**config.mk**
```make
export PLATFORM = sky130hd
export DESIGN_NAME = lcd_timing_pattern_gen
export DESIGN_NICKNAME = d
export VERILOG_FILES = /design/src/rtl/lcd_timing_pattern_gen.sv
export SDC_FILE = /design/constraint.sdc
export NUM_CORES = 1
export LEC_CHECK = 0
export CELL_PAD_IN_SITES_DETAIL_PLACEMENT = 1
export CELL_PAD_IN_SITES_GLOBAL_PLACEMENT = 1
export CORE_MARGIN = 2
export CORE_UTILIZATION = 42
export DETAILED_ROUTE_END_ITERATION = 7
export GPL_TIMING_DRIVEN = 1
export PLACE_DENSITY = 0.75
export SYNTH_ARGS = -nofsm -noshare
export SYNTH_HDL_FRONTEND = slang
export SYNTH_SLANG_ARGS = --single-unit
```
**constraint.sdc**
```tcl
create_clock -name PixelClk -period 4 [get_ports PixelClk]
set_input_delay 0.8 -clock PixelClk [delete_from_list [all_inputs] [get_ports PixelClk]]
set_output_delay 0.8 -clock PixelClk [all_outputs]
set_load 0.05 [all_outputs]
```
**src/rtl/lcd_timing_pattern_gen.sv**
```systemverilog
// Parametrised RGB LCD timing generator with four runtime-selectable test patterns.
// Syncs, DE, pixel coordinates and colour are registered together, one cycle behind the counters.
module lcd_timing_pattern_gen #(
  parameter int unsigned H_ACTIVE  = 800,
  parameter int unsigned H_FP      = 210,
  parameter int unsigned H_SYNC    = 1,
  parameter int unsigned H_BP      = 181,
  parameter int unsigned V_ACTIVE  = 480,
  parameter int unsigned V_FP      = 45,
  parameter int unsigned V_SYNC    = 5,
  parameter int unsigned V_BP      = 0,
  parameter int unsigned SYNC_POL  = 0,
  parameter int unsigned R_BITS    = 5,
  parameter int unsigned G_BITS    = 6,
  parameter int unsigned B_BITS    = 5,
  parameter int unsigned GRID      = 40,
  parameter int unsigned BALL_SIZE = 32,
  parameter int unsigned BALL_STEP = 4
) (
  input  logic              PixelClk,
  input  logic              Rst,
  input  logic [1:0]        Mode,
  output logic              LCD_HSYNC,
  output logic              LCD_VSYNC,
  output logic              LCD_DE,
  output logic [R_BITS-1:0] LCD_R,
  output logic [G_BITS-1:0] LCD_G,
  output logic [B_BITS-1:0] LCD_B,
  output logic [11:0]       Pixel_X,
  output logic [11:0]       Pixel_Y,
  output logic              Frame_Start
);

  localparam int unsigned CW      = 12;
  localparam int unsigned XW      = 13;
  localparam int unsigned H_TOTAL = H_SYNC + H_BP + H_ACTIVE + H_FP;
  localparam int unsigned V_TOTAL = V_SYNC + V_BP + V_ACTIVE + V_FP;
  localparam int unsigned H_START = H_SYNC + H_BP;
  localparam int unsigned V_START = V_SYNC + V_BP;
  localparam int unsigned H_END   = H_START + H_ACTIVE;
  localparam int unsigned V_END   = V_START + V_ACTIVE;
  localparam int unsigned BAR_W   = H_ACTIVE / 8;
  localparam int unsigned BX_MAX  = H_ACTIVE - BALL_SIZE;
  localparam int unsigned BY_MAX  = V_ACTIVE - BALL_SIZE;
  localparam logic              SYNC_ON = 1'(SYNC_POL);
  localparam logic [B_BITS-1:0] B_HALF  = B_BITS'(1) << (B_BITS - 1);

  logic [CW-1:0]     h_cnt_q, h_cnt_d, v_cnt_q, v_cnt_d;
  logic [1:0]        mode_q, mode_d;
  logic [2:0]        bar_idx_q, bar_idx_d;
  logic [CW-1:0]     bar_run_q, bar_run_d;
  logic [CW-1:0]     gcol_q, gcol_d, grow_q, grow_d;
  logic [CW-1:0]     ball_x_q, ball_x_d, ball_y_q, ball_y_d;
  logic              ball_dx_q, ball_dx_d, ball_dy_q, ball_dy_d;
  logic              hsync_q, hsync_d, vsync_q, vsync_d, de_q, de_d, fs_q, fs_d;
  logic [R_BITS-1:0] r_q, r_d;
  logic [G_BITS-1:0] g_q, g_d;
  logic [B_BITS-1:0] b_q, b_d;
  logic [CW-1:0]     px_q, px_d, py_q, py_d;
  logic              h_wrap, frame_top, h_act, v_act, act, in_ball;

  // One ball axis: returns {direction_positive, position} for the next frame.
  function automatic logic [CW:0] ball_step(input logic [CW-1:0] pos, input logic dir_pos,
                                            input logic [CW-1:0] lim);
    logic [XW-1:0] nxt;
    nxt = XW'(pos) + XW'(BALL_STEP);
    if (dir_pos) begin
      if (nxt > XW'(lim)) ball_step = {1'b0, lim};
      else                ball_step = {1'b1, nxt[CW-1:0]};
    end else begin
      if (pos < CW'(BALL_STEP)) ball_step = {1'b1, {CW{1'b0}}};
      else                      ball_step = {1'b0, pos - CW'(BALL_STEP)};
    end
  endfunction

  always_comb begin
    h_wrap    = (h_cnt_q == CW'(H_TOTAL - 1));
    h_cnt_d   = h_wrap ? '0 : h_cnt_q + CW'(1);
    v_cnt_d   = v_cnt_q;
    if (h_wrap) v_cnt_d = (v_cnt_q == CW'(V_TOTAL - 1)) ? '0 : v_cnt_q + CW'(1);
    frame_top = (h_cnt_q == '0) && (v_cnt_q == '0);
    h_act     = (XW'(h_cnt_q) >= XW'(H_START)) && (XW'(h_cnt_q) < XW'(H_END));
    v_act     = (XW'(v_cnt_q) >= XW'(V_START)) && (XW'(v_cnt_q) < XW'(V_END));
    act       = h_act && v_act;
    px_d      = act ? h_cnt_q - CW'(H_START) : '0;
    py_d      = act ? v_cnt_q - CW'(V_START) : '0;
    mode_d    = frame_top ? Mode : mode_q;

    // Run-length bar index for the pixel at h_cnt; the last bar absorbs the remainder.
    bar_idx_d = bar_idx_q;
    bar_run_d = bar_run_q;
    if (h_cnt_d == CW'(H_START)) begin
      bar_idx_d = '0;
      bar_run_d = '0;
    end else if (h_act) begin
      if ((bar_run_q == CW'(BAR_W - 1)) && (bar_idx_q != 3'd7)) begin
        bar_idx_d = bar_idx_q + 3'd1;
        bar_run_d = '0;
      end else begin
        bar_run_d = bar_run_q + CW'(1);
      end
    end

    // Grid phase counters: column wraps per line, row wraps per frame.
    gcol_d = gcol_q;
    if (h_cnt_d == CW'(H_START))  gcol_d = '0;
    else if (h_act)               gcol_d = (gcol_q == CW'(GRID - 1)) ? '0 : gcol_q + CW'(1);
    grow_d = grow_q;
    if (h_wrap) begin
      if (v_cnt_d == CW'(V_START)) grow_d = '0;
      else if (v_act)              grow_d = (grow_q == CW'(GRID - 1)) ? '0 : grow_q + CW'(1);
    end

    {ball_dx_d, ball_x_d} = {ball_dx_q, ball_x_q};
    {ball_dy_d, ball_y_d} = {ball_dy_q, ball_y_q};
    if (fs_q) begin
      {ball_dx_d, ball_x_d} = ball_step(ball_x_q, ball_dx_q, CW'(BX_MAX));
      {ball_dy_d, ball_y_d} = ball_step(ball_y_q, ball_dy_q, CW'(BY_MAX));
    end
    in_ball = (XW'(px_d) >= XW'(ball_x_q)) && (XW'(px_d) < XW'(ball_x_q) + XW'(BALL_SIZE)) &&
              (XW'(py_d) >= XW'(ball_y_q)) && (XW'(py_d) < XW'(ball_y_q) + XW'(BALL_SIZE));

    hsync_d = (h_cnt_q < CW'(H_SYNC)) ? SYNC_ON : ~SYNC_ON;
    vsync_d = (v_cnt_q < CW'(V_SYNC)) ? SYNC_ON : ~SYNC_ON;
    de_d    = act;
    fs_d    = frame_top;

    r_d = '0;
    g_d = '0;
    b_d = '0;
    if (act) begin
      case (mode_d)
        2'd0: begin
          r_d = '1; g_d = '1; b_d = '1;
        end
        2'd1: begin
          r_d = {R_BITS{~bar_idx_q[1]}};
          g_d = {G_BITS{~bar_idx_q[2]}};
          b_d = {B_BITS{~bar_idx_q[0]}};
        end
        2'd2: begin
          if ((gcol_q == '0) || (grow_q == '0)) begin
            r_d = '1; g_d = '1; b_d = '1;
          end
        end
        default: begin
          if (in_ball) begin
            r_d = '1; g_d = '1; b_d = '1;
          end else begin
            b_d = B_HALF;
          end
        end
      endcase
    end
  end

  always_ff @(posedge PixelClk or posedge Rst) begin
    if (Rst) begin
      h_cnt_q   <= '0;
      v_cnt_q   <= '0;
      mode_q    <= '0;
      bar_idx_q <= '0;
      bar_run_q <= '0;
      gcol_q    <= '0;
      grow_q    <= '0;
      ball_x_q  <= '0;
      ball_y_q  <= '0;
      ball_dx_q <= 1'b1;
      ball_dy_q <= 1'b1;
      hsync_q   <= ~SYNC_ON;
      vsync_q   <= ~SYNC_ON;
      de_q      <= 1'b0;
      fs_q      <= 1'b0;
      r_q       <= '0;
      g_q       <= '0;
      b_q       <= '0;
      px_q      <= '0;
      py_q      <= '0;
    end else begin
      h_cnt_q   <= h_cnt_d;
      v_cnt_q   <= v_cnt_d;
      mode_q    <= mode_d;
      bar_idx_q <= bar_idx_d;
      bar_run_q <= bar_run_d;
      gcol_q    <= gcol_d;
      grow_q    <= grow_d;
      ball_x_q  <= ball_x_d;
      ball_y_q  <= ball_y_d;
      ball_dx_q <= ball_dx_d;
      ball_dy_q <= ball_dy_d;
      hsync_q   <= hsync_d;
      vsync_q   <= vsync_d;
      de_q      <= de_d;
      fs_q      <= fs_d;
      r_q       <= r_d;
      g_q       <= g_d;
      b_q       <= b_d;
      px_q      <= px_d;
      py_q      <= py_d;
    end
  end

  assign LCD_HSYNC   = hsync_q;
  assign LCD_VSYNC   = vsync_q;
  assign LCD_DE      = de_q;
  assign LCD_R       = r_q;
  assign LCD_G       = g_q;
  assign LCD_B       = b_q;
  assign Pixel_X     = px_q;
  assign Pixel_Y     = py_q;
  assign Frame_Start = fs_q;

endmodule

```
# ---- Word level (Yosys, flattened, before mapping)
# Cells that the tools add are included.
dict set report classes {
  addsub 14
  magnitude_cmp 14
  eq_ne 10
  n_mux 37
  bitwise 3
  n_reduce_logical 19
}
# operator count
set op_table {}
lappend op_table {{$mux 12} 14}
lappend op_table {{$mux 13} 6}
lappend op_table {{$add 12x1->12 const B} 5}
lappend op_table {{$logic_not 12->1} 4}
lappend op_table {{$lt 12x3->1 const B} 3}
lappend op_table {{$sub 12x3->12 const B} 3}
lappend op_table {{$pmux 5 s3} 2}
lappend op_table {{$add 12x3->13 const B} 2}
lappend op_table {{$add 12x6->13 const B} 2}
lappend op_table {{$lt 12x13->1} 2}
lappend op_table {{$eq 12x6->1 const B} 2}
lappend op_table {{$ge 12x12->1} 2}
lappend op_table {{$mux 5} 4}
lappend op_table {{$mux 6} 3}
lappend op_table {{$pmux 6 s3} 1}
lappend op_table {{$gt 13x10->1 const B} 1}
lappend op_table {{$gt 13x9->1 const B} 1}
lappend op_table {{$eq 12x10->1 const B} 1}
lappend op_table {{$eq 12x11->1 const B} 1}
lappend op_table {{$eq 12x3->1 const B} 1}
lappend op_table {{$eq 12x7->1 const B} 1}
lappend op_table {{$eq 12x8->1 const B} 1}
lappend op_table {{$ge 12x3->1 const B} 1}
lappend op_table {{$ge 12x8->1 const B} 1}
lappend op_table {{18 further kinds} 33}
dict set report totals {
  register_bits 135
  in_bits 4
  output_inout_bits 44
  wordCells 117
}

# ---- Longest topological paths before layout
dict set report depth {
  depth_word 11
  ltp_mapped 16
  depth_no_buf 15
}

# ---- Least setup slack after synthesis
# OpenSTA, ideal clock, no wires.
dict set report synth_path {
  kind {register -> register}
  startpoint {register v_cnt_q[0]}
  endpoint {register g_q[4] (netlist: LCD_G[4])}
  arrival_time_ps 3357
  required_ps 3880
  setup_slack_ps 523
  stages_incl_launch_ff 16
  path_buffers 1
  synth_period_minus_slack_ps 3477
  path_cell_list {dfrtp_1 inv_1 ha_1 nor2b_1 nor3_1 o211a_1 nand3_1 clkbuf_1 nor2_1 ha_1 a21o_1 a21o_1 a2111oi_0 a2111oi_0 a31oi_1 and3b_1}
}
dict set report synth_via {
  word_cells_on_any_way 23
  classes_between {add/sub: 1; order compare: 6; eq/ne: 2; mux: 6; reduce/logical: 8}
}
# item line_no
set synth_rtl {}
lappend synth_rtl {{start, declared} 48} ;# logic [CW-1:0] h_cnt_q, h_cnt_d, v_cnt_q, v_cnt_d;
lappend synth_rtl {{start signal, assigned} 181} ;# v_cnt_q <= v_cnt_d;
lappend synth_rtl {{$ge 12x3->1 / $lt 12x9->1 (equally long branches)} 83} ;# v_act = (XW'(v_cnt_q) >= XW'(V_START)) && (XW'(v_cnt_q) < XW'(V_END));
lappend synth_rtl {{$logic_and 1x1->1} 83}
lappend synth_rtl {{$logic_and 1x1->1} 84} ;# act = h_act && v_act;
lappend synth_rtl {{$mux 12 *} 86} ;# py_d = act ? v_cnt_q - CW'(V_START) : '0;
lappend synth_rtl {{via py_d[7]} 59} ;# logic [CW-1:0] px_q, px_d, py_q, py_d;
lappend synth_rtl {{$ge 12x12->1} 121} ;# (XW'(py_d) >= XW'(ball_y_q)) && (XW'(py_d) < XW'(ball_y_q) + XW'(BALL_SIZE));
lappend synth_rtl {{$logic_and 1x1->1} 120} ;# in_ball = (XW'(px_d) >= XW'(ball_x_q)) && (XW'(px_d) < XW'(ball_x_q) + XW'(BALL_SIZE)) &&
lappend synth_rtl {{$logic_and 1x1->1 *} 121}
lappend synth_rtl {{$mux 6 *} 147} ;# if (in_ball) begin
lappend synth_rtl {{$pmux 6 s3 *} 132} ;# case (mode_d)
lappend synth_rtl {{$mux 6 *} 131} ;# if (act) begin
lappend synth_rtl {{end signal, assigned} 196} ;# g_q <= g_d;
lappend synth_rtl {{end, declared} 57} ;# logic [G_BITS-1:0] g_q, g_d;
# The timed path passes the listed nets; every way through them passes the cells marked *.
# A chain may end at the register's enable or synchronous reset.

# ---- Worst setup path in the final report
dict set report layout_path {
  startpoint {register v_cnt_q[1]}
  endpoint {register r_q[3] (netlist: LCD_R[3])}
}
dict set report layout_via {
  word_cells_on_any_way 23
  classes_between {add/sub: 1; order compare: 6; eq/ne: 2; mux: 6; reduce/logical: 8}
}
# item line_no
set layout_rtl {}
lappend layout_rtl {{$ge 12x3->1 / $lt 12x9->1 (equally long branches)} 83}
lappend layout_rtl {{$logic_and 1x1->1} 83}
lappend layout_rtl {{$logic_and 1x1->1} 84}
lappend layout_rtl {{$mux 12 *} 86}
lappend layout_rtl {{via py_d[7]} 59}
lappend layout_rtl {{$ge 12x12->1} 121}
lappend layout_rtl {{$logic_and 1x1->1} 120}
lappend layout_rtl {{$logic_and 1x1->1 *} 121}
lappend layout_rtl {{$mux 5 *} 147}
lappend layout_rtl {{$pmux 5 s3 *} 132}
lappend layout_rtl {{$mux 5 *} 131}
lappend layout_rtl {{end signal, assigned} 195} ;# r_q <= r_d;
lappend layout_rtl {{end, declared} 56} ;# logic [R_BITS-1:0] r_q, r_d;
# Marked as above.

==> impl_results.md <==
- Status: completed
- Max_cap viols: 0
- Lkg Pwr: 4.15 nW
- Cells after Synth: 909
- Type of destination of the critical path: register
- Worst endpoint required time: 4.31 ns
- Yosys top cell by area: dfrtp_1
- Die W: 142 µm
- Critical Path Sink: LCD_R[3]$_DFF_PP0_
- Fin Clk Skew: 0.0189 ns
- GR Overflow Total: 0
- DIE AREA: 20100 µm²
- Detail Placement HPWL: 15800 µm
- Clk sinks: 119
- Seq cells post-synth: 119
- Area contributors post-synth: dfrtp_1, ha_1, nor2_1
- I/O pins: 48
- Initial antenna violation count: 0
- Cell Pwr Density: 316 nW/µm²
- CTS clock-pin slew for the worst setup and hold paths: 0.06 ns
- Most numerous cell in the Yosys netlist: dfrtp_1
- Final hold vios: 0
- Hold buffer count at CTS: 0
- Setup CP Type: reg -> reg
- Seq pwr share: 41.2%
- Largest net degree at the start of global routing: 54
- Synthesized cell area: 7950 µm²
- Final setup violating endpoints: 0
- Syn. warnings: 0
- Fraction of registers with async set/reset: 100%
- Top FF cell, synth: dfrtp_1
- Register area share after synthesis: 37.5%
- Syn_nets: 970
- CTS Buf Count: 17
- Core area: 18600 µm²
- Internal: 2.33 mW
- R2R depth: 15
- Number of diodes: 0
- Peak VDD IR: 0.284 mV
- Hold Slack: 0.501 ns
- Finished Layout Cells: 1187
- Via-to-Cell Ratio: 5.84
- Slew margin rel.: 41.8%
- Reg-to-reg slack, setup: 0.27 ns
- NumNets Final: 1001
- Post-CTS setup buffer count: 0
- GR Util All Layers: 23.4%
- Distinct cells, synth: 71
- Top cells by count, synth: dfrtp_1, nor2_1, nand2_1
- Critical path origin: v_cnt_q[1]$_DFF_PP0_
- Routed WL: 22400 µm
- Layout cell share with drive strength beyond 1: 8.81%
- Final period util: 93.3%
- Startpoint Class: register
- DRC viols: 0
- DR vias: 6934
- Gate power share: 1.1%
- IO buf count: 47
- Final Wtd Congestion: 0.845
- CP Data Arrival Time: 4.04 ns
- Pre-antenna DRT Iters: 7
- Clock power share: 57.7%
- Area fraction of the dominant cell type after synthesis: 36.2%
- Clock insertion delay at the later pin of the skew report: 0.44 ns
- Vias in the first global route: 7205
- Crit Path Max Fanout: 21
- Final core utilization: 49.8%
- Slew Viols, Final: 0
- Switching power: 0.599 mW
- Worst hold start: ball_x_q[11]$_DFFE_PP0P_
- Maximum clock insertion buffer count: 2
- CTS H-tree depth: 4
- Starting Density: 42.7%
- Post-Place Cells: 1155
- Area Overhead vs Synth: 16.7%
- Highest Clock Rate: 268 MHz
- Drt wl/cell: 18.9 µm
- CTS tree: done
- Row count: 50
- Net Sw Frac: 20.4%
- DR iter-0 viols: 349
- CTS resizes: 0
- Reg2reg end: LCD_R[3]$_DFF_PP0_
- Final Cell Area: 9280 µm²
- Area after DPL: 8640 µm²
- Worst reg2reg startpoint: v_cnt_q[1]$_DFF_PP0_
- Post-route ant nets: 0
- Number of flops mapped to enable cells by yosys: 0
- Minimum clock period: 3.73 ns
- First-pass GRT wire length: 37600 µm
- Hold Crit Class: reg -> reg
- Syn avg cell area: 8.75 µm²
- Die H: 142 µm
- Slew at the pin closest to its max-slew limit: 0.865 ns
- Root buffer cell: clkbuf_16
power by group through the flow:
stage / clock network (mW) / registers [mW] / logic, mW
after floorplan: 0 / 1.23 / 0.0195
after global placement: 0 / 1.23 / 0.0356
after detailed placement: 0 / 1.23 / 0.0358
after CTS: 1.71 / 1.21 / 0.0362
after global routing: 1.76 / 1.21 / 0.0390
final: 1.69 / 1.21 / 0.0336
how the worst min path moves through the flow:
stage                                     endpoint  slack [ns]  cells past startpoint
final                     ball_x_q[11]$_DFFE_PP0P_        0.50                      1
after global placement    ball_x_q[11]$_DFFE_PP0P_        0.48                      1
after floorplan           ball_x_q[11]$_DFFE_PP0P_        0.46                      1
after global routing      ball_x_q[11]$_DFFE_PP0P_        0.52                      1
after detailed placement  ball_x_q[11]$_DFFE_PP0P_        0.48                      1
after CTS                 ball_x_q[11]$_DFFE_PP0P_        0.50                      1
cell families after synthesis:
kind of cell               after synthesis  synth area share (%)
xor gates and xnor gates                49                  5.40
AOI/OAI and AO/OA                      203                  16.1
and+or+nand+nor                        361                  24.2
buffers and inverters                  106                  5.90
adders and majority gates               57                  8.97
DFF                                    119                  37.5
muxes                                   14                  1.89
worst max-delay path, stage by stage (launching register included):
cell and delay, ns:
dfrtp_1 0.42, inv_1 0.17, ha_1 0.21, nor2b_1 0.09, nor3_2 0.19, o211a_1 0.21, nand3_2 0.15, buf_12 0.21
nor2_1 0.22, ha_1 0.30, a21o_1 0.17, a21o_1 0.17, a2111oi_1 0.47, a2111oi_1 0.16, a31oi_1 0.26, and3b_1 0.22
flip-flops by register name, indices dropped and copies added (netlist names):
register     cells
v_cnt_q         12
LCD_DE           1
ball_dy_q        1
LCD_VSYNC        1
Pixel_X         12
h_cnt_q         12
bar_idx_q        3
ball_x_q        10
ball_dx_q        1
bar_run_q       12
mode_q           2
Frame_Start      1
ball_y_q        10
LCD_R            1
LCD_B            2
LCD_G            1
grow_q          12
gcol_q          12
Pixel_Y         12
LCD_HSYNC        1
metrics by stage:
step,setup TNS (ns),total power [mW],worst slack (ns)
3_5_place_dp,0,1.26,0.102
5_1_grt,-0.0817,3.00,-0.0412
4_1_cts,0,2.95,0.0298
2_1_floorplan,0,1.25,0.0491
3_3_place_gp,0,1.26,0.247
6_report,0,2.93,0.270
layout by cell type, fill, tap and decap left out, types with 15 or more instances in the layout:
cell type,instances
and3_1,19
nor2_1,98
o21ai_0,52
inv_1,44
clkbuf_16,17
ha_1,57
nand3_1,36
a21oi_1,47
nand4_1,15
buf_4,22
clkdlybuf4s50_1,47
nand2_1,63
nor3_1,26
dfrtp_1,115
xnor2_1,39
nor4_1,15
layer usage:
layer | track usage (%) | part of all wire [%] | up-vias
met5 | 0 | 0 | -
met4 | 7.58 | 2.1 | 0
met3 | 4.02 | 2.6 | 35
met2 | 39.4 | 49 | 102
met1 | 30.7 | 47 | 3475
li1 | - | - | 3322
area by class of cell:
cell class                      instances  area, µm²
Fill cell                            2170       9360
Multi-Input combinational cell        684       4520
Sequential cell                       119       2980
Timing Repair Buffer                   71        676
Clock buffer                           23        458
Tap cell                              234        293
Inverter                               47        179
Clock inverter                          9        173
(Power assumes the default switching activity.)
